==> src/rtl/lock_req_arbiter_pkg.sv <==
// ---------------------------------------------------------------------------
// lock_req_arbiter_pkg
//   Shared definitions for the lock/unlock command arbiter and its
//   round-robin selector. Command payloads pass through untouched, so the
//   only shared items are the beat width and a modulo helper.
// ---------------------------------------------------------------------------
package lock_req_arbiter_pkg;

    // Width of one lock/unlock command beat.
    localparam int DATA_BITS = 64;

    // Wrap an index that may exceed n-1 by at most n back into [0, n-1].
    // Cheaper than a general modulo because a single subtraction is enough.
    function automatic int rrWrap(input int idx, input int n);
        return (idx >= n) ? (idx - n) : idx;
    endfunction

endpackage

==> src/rtl/lock_req_arbiter_sel.sv <==
// ---------------------------------------------------------------------------
// rr_priority_select
//   Combinational round-robin pick: returns the first asserted request
//   found when scanning last+1, last+2, ... modulo NUM_ACCS. Kept generic so
//   the other manager arbiters can reuse it.
//
//   req   in   NUM_ACCS   request vector
//   last  in   ACC_BITS   index granted most recently (lowest priority now)
//   any   out  1          at least one request present
//   idx   out  ACC_BITS   selected index (0 when any=0)
// ---------------------------------------------------------------------------
module rr_priority_select
    import lock_req_arbiter_pkg::*;
#(
    parameter int NUM_ACCS = 16,
    parameter int ACC_BITS = 4
) (
    input  logic [NUM_ACCS-1:0] req,
    input  logic [ACC_BITS-1:0] last,
    output logic                any,
    output logic [ACC_BITS-1:0] idx
);

    always_comb begin
        int cand;
        // NOTE: every output of a combinational block is given a default
        // before any conditional assignment, so no path leaves it unassigned
        // and no latch is inferred.
        any  = 1'b0;
        idx  = '0;
        cand = 0;
        // Offset NUM_ACCS lands back on 'last' itself, so a lone requester
        // that was served previously is still found.
        for (int off = 1; off <= NUM_ACCS; off++) begin
            cand = rrWrap(int'(last) + off, NUM_ACCS);
            if (!any && req[cand]) begin
                any = 1'b1;
                idx = ACC_BITS'(cand);
            end
        end
    end

endmodule

==> src/rtl/lock_req_arbiter.sv <==
// ---------------------------------------------------------------------------
// lock_req_arbiter
//   Merges the lock/unlock command streams of NUM_ACCS accelerators into the
//   single stream feeding the lock manager. A grant is held until the TLAST
//   beat, so packets never interleave; each forwarded beat carries its source
//   index on out_TID, which the lock manager uses as the ack TDEST.
//
//   clk         in   1                  clock
//   rstn        in   1                  synchronous active-low reset
//   in_TDATA    in   NUM_ACCS*64        command words, stream i at [64*i+:64]
//   in_TVALID   in   NUM_ACCS           per-stream valid
//   in_TLAST    in   NUM_ACCS           per-stream end of packet
//   in_TREADY   out  NUM_ACCS           per-stream ready (only the grant)
//   out_TDATA   out  64                 forwarded word (registered)
//   out_TVALID  out  1                  output valid (registered)
//   out_TID     out  ACC_BITS           source index (registered)
//   out_TLAST   out  1                  forwarded TLAST (registered)
//   out_TREADY  in   1                  downstream ready
// ---------------------------------------------------------------------------
module lock_req_arbiter
    import lock_req_arbiter_pkg::*;
#(
    parameter int ACC_BITS = 4,
    parameter int NUM_ACCS = 16
) (
    input  logic                          clk,
    input  logic                          rstn,
    input  logic [NUM_ACCS*DATA_BITS-1:0] in_TDATA,
    input  logic [NUM_ACCS-1:0]           in_TVALID,
    input  logic [NUM_ACCS-1:0]           in_TLAST,
    output logic [NUM_ACCS-1:0]           in_TREADY,
    output logic [DATA_BITS-1:0]          out_TDATA,
    output logic                          out_TVALID,
    output logic [ACC_BITS-1:0]           out_TID,
    output logic                          out_TLAST,
    input  logic                          out_TREADY
);

    typedef enum logic {ARB, FWD} state_t;

    // Starting from NUM_ACCS-1 makes index 0 the first priority after reset.
    localparam logic [ACC_BITS-1:0] LAST_INIT = ACC_BITS'(NUM_ACCS - 1);

    state_t              state, stateNext;
    logic [ACC_BITS-1:0] grant, grantNext;
    logic [ACC_BITS-1:0] lastGrant, lastGrantNext;
    logic                reqAny;
    logic [ACC_BITS-1:0] reqIdx;
    logic                slotFree;
    logic                beatTaken;

    rr_priority_select #(
        .NUM_ACCS (NUM_ACCS),
        .ACC_BITS (ACC_BITS)
    ) uSel (
        .req  (in_TVALID),
        .last (lastGrant),
        .any  (reqAny),
        .idx  (reqIdx)
    );

    // NOTE: sequential state is updated with non-blocking assignments so all
    // registers sample pre-edge values regardless of statement order.
    always_ff @(posedge clk) begin
        if (!rstn) begin
            state     <= ARB;
            grant     <= '0;
            lastGrant <= LAST_INIT;
        end else begin
            state     <= stateNext;
            grant     <= grantNext;
            lastGrant <= lastGrantNext;
        end
    end

    always_comb begin
        stateNext     = state;
        grantNext     = grant;
        lastGrantNext = lastGrant;
        in_TREADY     = '0;
        beatTaken     = 1'b0;
        // The output slot can take a beat if empty or draining this cycle.
        slotFree      = !out_TVALID || out_TREADY;

        case (state)
            ARB: begin
                if (reqAny) begin
                    grantNext = reqIdx;
                    stateNext = FWD;
                end
            end
            FWD: begin
                // Only the granted stream sees ready; a stalled grant simply
                // waits here, nobody else is considered until its TLAST.
                in_TREADY[grant] = slotFree;
                beatTaken        = in_TVALID[grant] && slotFree;
                if (beatTaken && in_TLAST[grant]) begin
                    lastGrantNext = grant;
                    stateNext     = ARB;
                end
            end
        endcase
    end

    // Single registered output slice. A load in the same cycle as a drain
    // replaces the old beat, which keeps one beat per cycle within a packet.
    always_ff @(posedge clk) begin
        if (!rstn) begin
            out_TVALID <= 1'b0;
            out_TDATA  <= '0;
            out_TID    <= '0;
            out_TLAST  <= 1'b0;
        end else if (beatTaken) begin
            out_TVALID <= 1'b1;
            out_TDATA  <= in_TDATA[DATA_BITS*int'(grant) +: DATA_BITS];
            out_TID    <= grant;
            out_TLAST  <= in_TLAST[grant];
        end else if (out_TREADY) begin
            out_TVALID <= 1'b0;
        end
    end

endmodule

==> config.mk <==
export PLATFORM = sky130hd
export DESIGN_NAME = lock_req_arbiter
export DESIGN_NICKNAME = d
export VERILOG_FILES = /design/src/rtl/lock_req_arbiter_pkg.sv /design/src/rtl/lock_req_arbiter_sel.sv /design/src/rtl/lock_req_arbiter.sv
export SDC_FILE = /design/constraint.sdc
export NUM_CORES = 1
export LEC_CHECK = 0
export ABC_CLOCK_PERIOD_IN_PS = 6300
export CORE_AREA = 2 2 444 446
export CTS_CLUSTER_SIZE = 16
export DETAILED_ROUTE_END_ITERATION = 12
export DIE_AREA = 0 0 446 448
export PLACE_DENSITY = 0.32
export SLEW_MARGIN = 20
export SYNTH_ARGS = -nofsm -noshare
export SYNTH_HDL_FRONTEND = slang
export SYNTH_HIERARCHICAL = 1
export SYNTH_SLANG_ARGS = --single-unit
==> constraint.sdc <==
create_clock -name clk -period 6.3 [get_ports clk]
set_clock_uncertainty 0.05 [all_clocks]
set_input_delay 1.26 -clock clk [delete_from_list [all_inputs] [get_ports clk]]
set_output_delay 1.26 -clock clk [all_outputs]
set_load 0.1 [all_outputs]
==> results.txt, run 1 <==
----------------------------------------------------
[Status]
  Run status ... finished, final reports clean

[Clocking]
  Clock tree buffer depth ... 2
  Count of hold buffers inserted by post-cts repair ... 0
  Sink count of the clock tree ... 79
  Worst-skew pair later-pin latency ... 440 ps
  Htree depth ... 3
  TritonCTS clock tree ... done
  Clock root buffer ... sky130_fd_sc_hd__clkbuf_16
  Setup repair bufs after CTS ... 0
  Clock-pin slew on the worst setup and hold paths ... 100 ps
  Cts bufs inserted ... 9
  Number of resized instances in the post-cts repair step ... 0

[Worst setup path]
  Internal reg-to-reg setup slack ... 1360 ps
  R2r endpoint ... grant[1]
  Kind of cell with the highest combined delay on the critical path ... compound AO/OA/AOI/OAI gates
  Kind of critical path ... flip-flop to flip-flop
  Critical Path Start Type ... flip-flop
  CP endpoint ... grant[1]
  Setup crit end kind ... flip-flop
  Depth of the most critical reg-to-reg path ... 14
  Cells along the critical path ... buf_4 > inv_2 > ha_1 > nor2b_1 > a2111oi_0 > nor4_1 > buf_4 > mux2_2 > nor2_1 > nand4_1 > o41ai_1 > o22ai_1 > mux2i_1 > nor2_1
  Crit path buf inv count ... 3
  RR Startpoint ... lastGrant[0]
  Data required time at the worst endpoint ... 6560 ps
  Worst Path Max Fanout ... 30
  Highest cell delay on the worst timing path ... 1030 ps
  Arr. time, crit path ... 5200 ps
  Setup crit start ... lastGrant[0]
  Slowest library cell on the worst path ... sky130_fd_sc_hd__ha_1
  Levels on crit path ... 14

[Layout]
  Proportion of layout cells with a drive suffix above 1 ... 17.7%
  Most common library cell in the layout ignoring fill and taps ... sky130_fd_sc_hd__clkdlybuf4s50_1
  Final cell count without fillers ... 4831
  NumNets Final ... 3324
  Leading cell types in the layout, fill and taps excluded ... sky130_fd_sc_hd__clkdlybuf4s50_1, sky130_fd_sc_hd__mux4_2, sky130_fd_sc_hd__a22oi_1, sky130_fd_sc_hd__nand2_1, sky130_fd_sc_hd__a21oi_1
  Cell area after layout ... 27600 um^2
  Final standard cell utilization of the core ... 14.2%
  Area grow syn2layout ... 113%

[Drt]
  Routed vias/inst ... 3.52
  Via count ... 17000
  Drt first pass iters ... 5
  Routed wire per std cell ... 32.1 um
  Number of DRC violations after detailed-routing iteration 0 ... 1235
  Post-route antenna net violation count ... 0
  Wirelength, routed ... 155000 um
  Residual DRC ... 0

[Die]
  Die X ... 446 um
  Area of the placeable core ... 195000 um^2
  Die Footprint ... 200000 um^2
  Initial core utilization ... 6.67%
  Ports placed on the boundary ... 1145
  Core Rows ... 162
  Die Y ... 448 um

[Placed design]
  Instance area at placement ... 27300 um^2
  Setup slack after placement ... 1160 ps
  DP HPWL ... 135000 um
  Placed cells ... 4788
  Final weighted congestion in routability-driven placement ... 0.895
  Buffers on Ports ... 1144

[STA]
  Final-layout worst hold slack ... 429 ps
  Achievable frequency ... 203 MHz
  Slew Limit Headroom ... 22.7%
  Setup repair after global routing missed its margin ... false
  Actual transition at the worst max-transition pin ... 1160 ps
  Crit share post-route ... 78.3%
  Worst Slack Setup Final ... 1360 ps
  Number of hold violations in the final report ... 0
  Post-layout min period ... 4940 ps
  Setup TNS ... 0 ps
  Final number of max-transition violations ... 0
  Final setup violation count ... 0

[Power and ir drop]
  Total leakage power ... 8.56 nW
  Internal power summed over all cells ... 3.15 mW
  Logic pwr share ... 80.7%
  Clock network fraction of design power ... 9.0%
  Total power per unit cell area ... 256 nW/um^2
  Relative contribution of sequential cells to total power ... 10.3%
  Sw Pwr ... 3.94 mW
  Tot Pwr ... 7.09 mW
  Worst IR drop on VDD ... 0.148 mV
  Switching part of the total power ... 55.6%

[Synth]
  Netlist cell types ... 64
  Netlist area before placement ... 13000 um^2
  Count of state elements after synthesis ... 79
  Share of synthesized registers carrying an async set or reset ... 0%
  Mean instance size in the synthesized netlist ... 10.7 um^2
  Post-synthesis cell count ... 1210
  Sequential cell area fraction in the yosys report ... 12.2%
  Number of enable flip-flop cells after synthesis ... 0
  Post-Synthesis Net Count ... 2277
  Number of warnings issued by yosys ... 6
  Main synth FF type ... sky130_fd_sc_hd__dfxtp_1

[GRT]
  Pin count of the biggest net entering global routing ... 115
  Antenna violations before repair ... 132
  Via count of the first global-routing pass ... 17500
  Final global-route overflow total ... 0
  Global-route usage over all layers ... 14.9%
  Global-route wire length before repair ... 193000 um

[Job]
  Max-cap violations ... 0

[Worst hold path]
  Worst min-delay path class ... flip-flop to flip-flop

----------------------------------------------------
## worst min path at each step
stage                                to     startpoint  slack (ps)  cells past startpoint
final                        out_TID[1]     out_TID[1]         430                      2
after global routing         out_TID[3]     out_TID[3]         450                      2
after CTS                    out_TID[1]     out_TID[1]         430                      2
after detailed placement  out_TDATA[37]  out_TDATA[37]         420                      2
after global placement     out_TDATA[1]   out_TDATA[1]         410                      2
after floorplan            lastGrant[3]   lastGrant[3]         400                      1
## synth_stat cells (7+ instances only)
master	number	area share (%)
sky130_fd_sc_hd__nor2_1	38	1.1
sky130_fd_sc_hd__mux2i_1	24	1.9
sky130_fd_sc_hd__mux2_2	10	0.87
sky130_fd_sc_hd__o211ai_1	9	0.52
sky130_fd_sc_hd__buf_2	52	2.0
sky130_fd_sc_hd__clkbuf_1	65	1.9
sky130_fd_sc_hd__ha_1	8	0.77
sky130_fd_sc_hd__inv_1	13	0.38
sky130_fd_sc_hd__buf_1	23	0.67
sky130_fd_sc_hd__mux4_2	291	51
sky130_fd_sc_hd__dfxtp_1	79	12
sky130_fd_sc_hd__nor2b_1	19	0.92
sky130_fd_sc_hd__nand3_1	80	3.1
sky130_fd_sc_hd__xnor2_1	7	0.47
sky130_fd_sc_hd__a21oi_1	89	3.4
sky130_fd_sc_hd__o21ai_0	82	3.2
sky130_fd_sc_hd__nand2_1	90	2.6
sky130_fd_sc_hd__a2111oi_0	10	0.67
sky130_fd_sc_hd__a22oi_1	132	7.6
## area by class of cell
class                   instances  area, um^2
diodes                         27        67.6
clock buffers                   9         225
multi-input cells             969       10700
well taps                    2542        3180
clock inverters                 7        73.8
inverters                      15        58.8
flip-flops and latches         79        1590
repair buffers               1183       11700
fillers                     22100      167000
## worst min-delay path: stages, from the launching register on
cell and delay, ps:
sky130_fd_sc_hd__dfxtp_1 310, sky130_fd_sc_hd__o21ai_0 60, sky130_fd_sc_hd__a21oi_1 60
## state kept, by name (all words and copies together) (netlist names)
register and flops:
state 1, out_TID 4, out_TVALID 1, out_TDATA 64, lastGrant 4, out_TLAST 1, grant 4
## power by group through the flow
stage                     sequential [mW]  clock [mW]  combinational (mW)
after floorplan                      1.39           0                2.71
after global placement              0.751           0                5.81
after detailed placement            0.752           0                5.77
after CTS                           0.742       0.707                5.80
after global routing                0.755       0.705                6.07
final                               0.733       0.638                5.72
## routing by layer
layer | track usage (%) | wire (um)
met2 | 25.7 | 77400
met3 | 4.02 | 10400
met1 | 18.5 | 64400
met4 | 2.85 | 2770
met5 | 0 | 340
## cell families (layout without fill, tap and decap cells)
group / after synthesis / count (layout) / share of synthesized area (%)
other: 0 / 27 / 0
DFF: 79 / 79 / 12.2
muxes: 327 / 327 / 53.4
and+or+nand+nor: 259 / 259 / 9.41
xor gates and xnor gates: 12 / 12 / 0.810
buffers and inverters: 162 / 1214 / 5.49
AOI/OAI and AO/OA: 363 / 363 / 17.9
adders and majority gates: 8 / 8 / 0.771
No activity file was read; power rests on OpenSTA's default activity.
==> inputs of run 2 (changes only) <==
- ABC_CLOCK_PERIOD_IN_PS: 6300 -> 4800
- clock period: 6.3 -> 4.8 ns (I/O delays scaled with it)
==> run 2 against run 1 <==
  * Sequential cell count did not move
  * Sequential share of layout area fell by 0.082 points
  * Worst hold slack worse by 1.7 ps
  * Via count rose by 1.2%
  * Design area is 1.4% higher
  * Critical path depth is 3 lower
  * Sequential power rose by 33%
  * Total power is 36% higher
  * Clock-buffer cell count stayed put
  * Core utilization increased by 0.21 points
  * Largest cell class unchanged
==> results.txt, run 2 (synthesis results as in run 1) <==
----------------------------------------------------
[Status]
  Run status ... finished, final reports clean

[Drt]
  Residual DRC ... 0 (unchanged)
  Drt first pass iters ... 5 (unchanged)
  Number of DRC violations after detailed-routing iteration 0 ... 1256 (+1.7%)
  Via count ... 17200 (+1.2%)
  Wirelength, routed ... 155000 um (-0.29%)
  Routed wire per std cell ... 31.8 um (-1.2%)
  Routed vias/inst ... 3.53 (+0.32%)
  Post-route antenna net violation count ... 0 (unchanged)

[STA]
  Slew Limit Headroom ... 22.7% (-0.060 points)
  Number of hold violations in the final report ... 0 (unchanged)
  Setup repair after global routing missed its margin ... false
  Crit share post-route ... 90.8% (+12 points)
  Final setup violation count ... 0 (unchanged)
  Post-layout min period ... 4360 ps (-576 ps)
  Final-layout worst hold slack ... 427 ps (-1.70 ps)
  Final number of max-transition violations ... 0 (unchanged)
  Actual transition at the worst max-transition pin ... 1160 ps (+0.900 ps)
  Achievable frequency ... 229 MHz (+13%)
  Setup TNS ... 0 ps (unchanged)

[GRT]
  Via count of the first global-routing pass ... 17700 (+1.5%)
  Global-route usage over all layers ... 14.8% (-0.055 points)
  Final global-route overflow total ... 0 (unchanged)
  Global-route wire length before repair ... 193000 um (about the same)
  Pin count of the biggest net entering global routing ... 104 (-9.6%)
  Antenna violations before repair ... 119 (-9.8%)

[Clocking]
  Number of resized instances in the post-cts repair step ... 0 (unchanged)
  Count of hold buffers inserted by post-cts repair ... 0 (unchanged)
  Worst-skew pair later-pin latency ... 450 ps (about the same)
  Clock-pin slew on the worst setup and hold paths ... 100 ps (about the same)
  TritonCTS clock tree ... done
  Clock tree buffer depth ... 2 (unchanged)
  Sink count of the clock tree ... 79 (unchanged)
  Htree depth ... 3 (unchanged)
  Cts bufs inserted ... 9 (unchanged)
  Setup repair bufs after CTS ... 0 (unchanged)
  Clock root buffer ... sky130_fd_sc_hd__clkbuf_16

[Layout]
  Leading cell types in the layout, fill and taps excluded ... sky130_fd_sc_hd__clkdlybuf4s50_1, sky130_fd_sc_hd__mux4_2, sky130_fd_sc_hd__a22oi_1, sky130_fd_sc_hd__buf_4, sky130_fd_sc_hd__nand2_1
  Area grow syn2layout ... 116%
  Number of fill cells ... 22000 (-0.25%)
  Most common library cell in the layout ignoring fill and taps ... sky130_fd_sc_hd__clkdlybuf4s50_1
  Final cell count without fillers ... 4874 (+0.89%)
  Area of the multi-input gates ... 10700 um^2 (unchanged)
  Biggest register ... out_TDATA
  Largest register FFs ... 64 (unchanged)
  Register Area ... 1590 um^2 (unchanged)
  Final standard cell utilization of the core ... 14.4% (+0.21 points)
  Proportion of layout cells with a drive suffix above 1 ... 19.6% (+1.9 points)
  NumNets Final ... 3367 (+1.3%)

[Worst setup path]
  Setup crit end kind ... flip-flop
  Data required time at the worst endpoint ... 5060 ps (-1500 ps)
  Kind of critical path ... flip-flop to flip-flop
  Worst Path Max Fanout ... 24 (-20%)
  Critical Path Start Type ... flip-flop
  Arr. time, crit path ... 4620 ps (-580 ps)

[Power and ir drop]
  Tot Pwr ... 9.67 mW (+36%)
  Total leakage power ... 8.82 nW (+3.1%)
  Total power per unit cell area ... 345 nW/um^2 (+34%)
  Worst IR drop on VDD ... 0.182 mV (+23%)

[Placed design]
  Buffers on Ports ... 1144 (unchanged)
  DP HPWL ... 135000 um (+0.26%)
  Final weighted congestion in routability-driven placement ... 0.872 (-2.5%)
  Placed cells ... 4831 (+0.90%)

[Worst hold path]
  Worst min-delay path class ... flip-flop to flip-flop

[Die]
  Die Footprint ... 200000 um^2 (unchanged)
  Ports placed on the boundary ... 1145 (unchanged)
  Area of the placeable core ... 195000 um^2 (unchanged)
  Die X ... 446 um (unchanged)
  Die Y ... 448 um (unchanged)
  Core Rows ... 162 (unchanged)
  Initial core utilization ... 6.67% (unchanged)

[Job]
  Max-cap violations ... 0 (unchanged)

----------------------------------------------------
-- run 2: cell types whose count changed in the layout (fill, tap and decap cells not counted), sizes merged --
cell | before | now
buf | 69 | 120
bufinv | 0 | 2
clkdlybuf4s50 | 1114 | 1106
clkinv | 2 | 1
clkinvlp | 2 | 1
-- run 2: area by class of cell --
cell class                      count  share of cell area [%]
Tap cell                         2542                    11.3
Antenna cell                       27                   0.241
Clock inverter                      7                   0.384
Multi-Input combinational cell    969                    38.3
Clock buffer                        9                   0.803
Sequential cell                    79                    5.67
Timing Repair Buffer             1226                    43.1
Inverter                           15                   0.210
-- run 2: report_power, final --
| group | leakage [nW] | total (mW) | switching (mW) | internal (mW) |
|---|---|---|---|---|
| registers | 0.646 | 0.972 | 0.165 | 0.807 |
| logic | 8.02 | 7.78 | 4.63 | 3.15 |
| clock network | 0.161 | 0.917 | 0.449 | 0.468 |
-- run 2: layer usage --
metal	vias up	share of wire, %	track usage [%]
li1	7296	-	-
met1	8889	40	18.3
met2	767	51	25.7
met3	183	7.3	4.06
met4	56	1.5	2.93
met5	-	0.22	0
-- run 2: worst max-delay path, stage by stage, from the launching register on --
cell                      delay [ps]
sky130_fd_sc_hd__dfxtp_1         380
sky130_fd_sc_hd__inv_2           100
sky130_fd_sc_hd__ha_1            790
sky130_fd_sc_hd__mux4_2          480
sky130_fd_sc_hd__mux4_2          550
sky130_fd_sc_hd__a211o_1         380
sky130_fd_sc_hd__or2_1           340
sky130_fd_sc_hd__o21a_1          230
sky130_fd_sc_hd__or4b_1          510
sky130_fd_sc_hd__a22o_1          210
sky130_fd_sc_hd__mux2i_1         140
sky130_fd_sc_hd__nor2_1           50
-- run 2: path summary, 6_finish.rpt --
check	from	to	slack, ps	cells past startpoint
worst min register to register	out_TDATA[24]	out_TDATA[24]	430	2
worst min-delay path	out_TDATA[24]	out_TDATA[24]	430	2
worst max-delay path	lastGrant[0]	grant[2]	440	11
worst max register to register	lastGrant[0]	grant[2]	440	11
-- run 2: metrics by stage --
step / worst slack (ps) / cell area (um^2)
4_1_cts: 449 / 28000
6_report: 440 / 28000
3_3_place_gp: 32.5 / 27600
2_1_floorplan: 397 / 13000
3_5_place_dp: 108 / 27600
5_1_grt: 230 / 28000
==> inputs of run 3 (changes only) <==
- TNS_END_PERCENT: default -> 1
==> results of run 3 <==
Same layout as run 2: the final DEF is identical, and so are final timing and power.
